## config.mk

```make
export PLATFORM = sky130hd
export DESIGN_NAME = note_scheduler
export DESIGN_NICKNAME = d
export VERILOG_FILES = /design/src/rtl/note_scheduler.sv
export SDC_FILE = /design/constraint.sdc
export NUM_CORES = 1
export LEC_CHECK = 0
export ABC_AREA = 1
export CAP_MARGIN = 15
export CORE_MARGIN = 4
export CORE_UTILIZATION = 25
export CTS_BUF_LIST = sky130_fd_sc_hd__clkbuf_4 sky130_fd_sc_hd__clkbuf_8
export DETAILED_ROUTE_END_ITERATION = 6
export PLACE_DENSITY = 0.5
export SYNTH_ARGS = -nofsm -noshare
export SYNTH_HDL_FRONTEND = slang
export SYNTH_SLANG_ARGS = --single-unit
```

## constraint.sdc

```tcl
create_clock -name clk -period 2.7 [get_ports clk]
set_input_delay 0.54 -clock clk [delete_from_list [all_inputs] [get_ports clk]]
set_output_delay 0.54 -clock clk [all_outputs]
set_load 0.005 [all_outputs]
```

## src/rtl/note_scheduler.sv

```systemverilog
// Song playback sequencer: tracks difficulty in DIFF mode, generates beat ticks in RUN,
// fetches one note per beat from the song ROM and pulses song_done after the last note.
module note_scheduler #(
  parameter int BEAT_W    = 24,
  parameter int BEAT_EASY = 12_000_000,
  parameter int BEAT_MED  = 8_000_000,
  parameter int BEAT_HARD = 4_000_000,
  parameter int NUM_NOTES = 41
) (
  input  logic       clk,
  input  logic       rst,
  input  logic [2:0] mode,
  input  logic       diff_btn,
  input  logic [3:0] note_data,
  output logic [5:0] note_addr,
  output logic       note_valid,
  output logic [3:0] note_lanes,
  output logic [5:0] note_count,
  output logic [1:0] difficulty,
  output logic       beat,
  output logic       song_done
);

  typedef enum logic [1:0] {READY, PLAYING, PAUSED, DONE} state_t;

  localparam logic [2:0] MODE_DIFF  = 3'd3;
  localparam logic [2:0] MODE_RUN   = 3'd4;
  localparam logic [2:0] MODE_PAUSE = 3'd5;

  localparam logic [BEAT_W-1:0] LAST_EASY = BEAT_W'(BEAT_EASY - 1);
  localparam logic [BEAT_W-1:0] LAST_MED  = BEAT_W'(BEAT_MED - 1);
  localparam logic [BEAT_W-1:0] LAST_HARD = BEAT_W'(BEAT_HARD - 1);
  localparam logic [5:0]        LAST_NOTE = 6'(NUM_NOTES);

  state_t            state_q, state_d;
  logic              btn_q, btn_prev;
  logic [BEAT_W-1:0] cnt_q;
  logic [BEAT_W-1:0] period_m1;
  logic              is_run, is_pause, active, issue_last;

  assign is_run   = (mode == MODE_RUN);
  assign is_pause = (mode == MODE_PAUSE);

  always_comb begin
    period_m1 = LAST_EASY;
    case (difficulty)
      2'd1:    period_m1 = LAST_MED;
      2'd2:    period_m1 = LAST_HARD;
      default: period_m1 = LAST_EASY;
    endcase
  end

  // The resume cycle (PAUSED with mode==RUN) already counts as playing, so a pause
  // stretches the note interval by exactly its length and a beat held off by the
  // pause fires on the first RUN cycle.
  assign active     = ((state_q == PLAYING) || (state_q == PAUSED)) && is_run;
  assign beat       = active && (cnt_q >= period_m1);
  assign issue_last = beat && ((note_count + 6'd1) == LAST_NOTE);

  always_comb begin
    state_d = state_q;
    unique case (state_q)
      READY:   if (is_run) state_d = PLAYING;
      PLAYING,
      PAUSED: begin
        if (issue_last)    state_d = DONE;
        else if (is_run)   state_d = PLAYING;
        else if (is_pause) state_d = PAUSED;
        else               state_d = READY;
      end
      DONE:    if (!(is_run || is_pause)) state_d = READY;
      default: state_d = READY;
    endcase
  end

  always_ff @(posedge clk or posedge rst) begin
    if (rst) state_q <= READY;
    else     state_q <= state_d;
  end

  always_ff @(posedge clk or posedge rst) begin
    if (rst) begin
      btn_q      <= 1'b0;
      btn_prev   <= 1'b0;
      difficulty <= '0;
      cnt_q      <= '0;
      note_addr  <= '0;
      note_count <= '0;
      note_lanes <= '0;
      note_valid <= 1'b0;
      song_done  <= 1'b0;
    end else begin
      btn_q    <= diff_btn;
      btn_prev <= btn_q;
      if (btn_q && !btn_prev && (mode == MODE_DIFF))
        difficulty <= (difficulty >= 2'd2) ? 2'd0 : difficulty + 2'd1;

      note_valid <= beat;
      song_done  <= issue_last;

      if (state_d == READY) begin
        cnt_q      <= '0;
        note_addr  <= '0;
        note_count <= '0;
        note_lanes <= '0;
      end else if (beat) begin
        cnt_q      <= '0;
        note_lanes <= note_data;
        note_addr  <= note_addr + 6'd1;
        note_count <= note_count + 6'd1;
      end else if (active) begin
        cnt_q <= cnt_q + BEAT_W'(1);
      end
    end
  end

endmodule
```

==> results_dict.tcl <==
set metrics [dict create \
    yosysWarnings 0 \
    worst_r2r_endpoint "cnt_q[10]$_DFFE_PP0P_" \
    path_class "register to primary output" \
    fin_crit_sh 0.967 \
    nets 494 \
    pwr-share-seq 0.236 \
    rsz0062_at_grt "yes" \
    pre_cts_ws_ns -0.0603 \
    ys_ff_latch 48 \
    drv_cap 0 \
    status "finished clean" \
    setup_viol 0 \
    multi_input_area_um2 1990 \
    wl_met2_mm 3.99 \
    crit_arrival_ns 2.07 \
    fmax_mhz 383 \
    ant_nets 0 \
    syn_area_um2 3150 \
    cp.required_ns 2.16 \
    h-tree-depth 2 \
    power_density_nw_per_um2 751 \
    rows 40 \
    r2r-start "difficulty[1]$_DFFE_PP0P_" \
    p_clk_frac 0.189 \
    critPathMaxStageDelay_ns 0.37 \
    ff2ff_setup_slack_ns 0.13 \
    num_io_pins 31 \
    crit_fanout 3 \
    hpwl_mm 5.31 \
    synth-edff-count 0 \
    fill_cells 1249 \
    place_congestion 0.822 \
    cts_root_buf "clkbuf_8" \
    syn_nets 444 \
    vias 2917 \
    worstSetupEndpoint "beat" \
    wl_met3_um 408 \
    firstDrtPassIters 4 \
    cp-startpoint "difficulty[1]$_DFFE_PP0P_" \
    p_sw_w 0.00130 \
    combPwrFrac 0.574 \
    synth_cell_type_count 34 \
    avgSynthCellArea_um2 7.56 \
    diodes 0 \
    top_layer "met4" \
    hold_viol_final 0 \
    dp.cells 616 \
    path_clk_slew_ns 0.08 \
    slew_headroom 0.626 \
    port_buffers 30 \
    yosys.area.top_type_share 0.381 \
    ys_top_cells_by_count "nand2_1 (99), nand3_1 (75), nor2_1 (49)" \
    worst-path-buf-inv 4 \
    synthArstFlopShare 1.00 \
    drc 0 \
    path_cells "inv_2 > ha_4 > inv_4 > ha_4 > nand2_4 > nor2_2 > nand2_1 > nand3_2 > a21oi_2 > nand2_2 > nand2_4 > inv_4 > buf_6" \
    worstSetupStartpointType "register" \
    crit_cells 13 \
    area_growth_pct 37.6 \
    maxSlewViolCount 0 \
    synthMostInstantiatedCell "nand2_1" \
    peakVddDrop_mv 0.423 \
    grt_use_total 0.109 \
    leakagePower_nw 1.98 \
    routedWlPerCell_um 13.7 \
    p_sw_frac 0.400 \
    period_needed_ns 2.61 \
    fin_util 0.357 \
    synthTopCellsByArea "dfrtp_1 (38%), nand3_1 (12%), nand2_1 (12%)" \
    drt_iter0_drc 147 \
    drive_gt1_frac 0.231 \
    grt_pass1_vias 2751 \
    clock-sinks 48 \
    wl_met1_mm 4.10 \
    hold_slack_ns 0.382 \
    grt_max_degree 49 \
    antenna_found_initial 0 \
    yosysTopAreaCell "dfrtp_1" \
    min_path_type "register to register" \
    initial_core_util 0.259 \
    fin_ws_ns 0.0901 \
    cts_hold_buf 0 \
    yosysSeqAreaShare 0.381 \
    cp_slowest_cell "dfrtp_1" \
    routed_via_density 4.59 \
    die_h_um 120 \
    ctsLongestPathBuffers 2 \
    stdcell_count 635 \
    cts_tree "built" \
    finClkSkew_ns 0.00931 \
    critPathCaptureType "primary output" \
    synth_flop_cell "dfrtp_1" \
    regArea_um2 1200 \
    worst_pin_slew_ns 0.561 \
    die_x_um 120 \
    routed_wl_mm 8.71 \
    synthCells 417 \
    cp_top_family "adder cells" \
    clk_latency_ns 0.31 \
    p_int_w 0.00195 \
    grt_pass1_wl_mm 13.1 \
    dieArea_um2 14500 \
    r2r_cells 20 \
    coreArea_um2 12200 \
    cts_made_buffers 5 \
    grt.overflow.total 0 \
]
[through the flow]
stage | cell area [um^2] | power, W | setup TNS (ns)
after CTS | 3920 | 0.00237 | 0
after floorplan | 3150 | 0.00152 | 0
final | 4340 | 0.00326 | 0
after detailed placement | 3710 | 0.00168 | -0.0603
after global placement | 3710 | 0.00167 | -0.0205
after global routing | 4340 | 0.00344 | -0.0779
[worst min path at each step]
stage	depth (start not counted)	to	from	slack [ns]
finish	0	btn_prev$_DFF_PP0_	btn_q$_DFF_PP0_	0.38
global route	0	btn_prev$_DFF_PP0_	btn_q$_DFF_PP0_	0.40
CTS	0	btn_prev$_DFF_PP0_	btn_q$_DFF_PP0_	0.38
detailed placement	0	btn_prev$_DFF_PP0_	btn_q$_DFF_PP0_	0.36
global placement	0	btn_prev$_DFF_PP0_	btn_q$_DFF_PP0_	0.36
floorplan	0	btn_prev$_DFF_PP0_	btn_q$_DFF_PP0_	0.35
[repair_timing]
action	in CTS	in global routing
cloned	0	8
setup buffers	4	1
gates resized for setup	14	55
setup endpoints to repair	1	41
pin swaps	9	22
[logic make-up after synthesis]
group | after synthesis | synth area share
compound gates | 7 | 0.0127
xor+xnor | 29 | 0.0805
fa+ha+maj | 17 | 0.0674
buf+inv | 57 | 0.0849
flops | 48 | 0.381
simple gates | 259 | 0.374
[cell usage in the layout (no fill, tap or decap), types with 5 or more instances in the layout]
cell type	n
nor2_1	46
nor3_1	5
dfrtp_1	48
ha_4	8
nor4_1	5
nand2_2	7
ha_1	9
clkbuf_8	5
nand2_1	93
nand3_1	50
xnor2_1	6
nor2_2	8
inv_2	6
clkdlybuf4s50_1	29
buf_4	17
nand3_2	26
xor2_1	23
nand4_1	6
inv_1	30
[layer usage]
layer,vias up,global-route usage
met3,24,0.0215
met4,0,0.0262
met1,1387,0.147
met5,-,0
met2,71,0.179
li1,1435,-
[sequential cells by signal, indices dropped and copies added (netlist names)]
register,cells
cnt_q,24
note_addr,6
note_count,6
note_lanes,4
difficulty,2
state_q,2
btn_prev,1
btn_q,1
note_valid,1
song_done,1
[cell type report]
cell class,count,area share
clock inverter,2,0.0138
clock buffer,5,0.0159
tap,168,0.0484
multi-input combinational,313,0.459
sequential,48,0.277
inverter,41,0.0378
timing repair buffer,58,0.148
[power by group through the flow]
stage | sequential [W] | combinational (W) | clock [W]
floorplan | 0.000788 | 0.000731 | 0
global placement | 0.000781 | 0.000884 | 0
detailed placement | 0.000782 | 0.000898 | 0
CTS | 0.000770 | 0.000958 | 0.000642
global route | 0.000773 | 0.00199 | 0.000670
finish | 0.000770 | 0.00187 | 0.000617
Power figures use the tool's default switching activity.
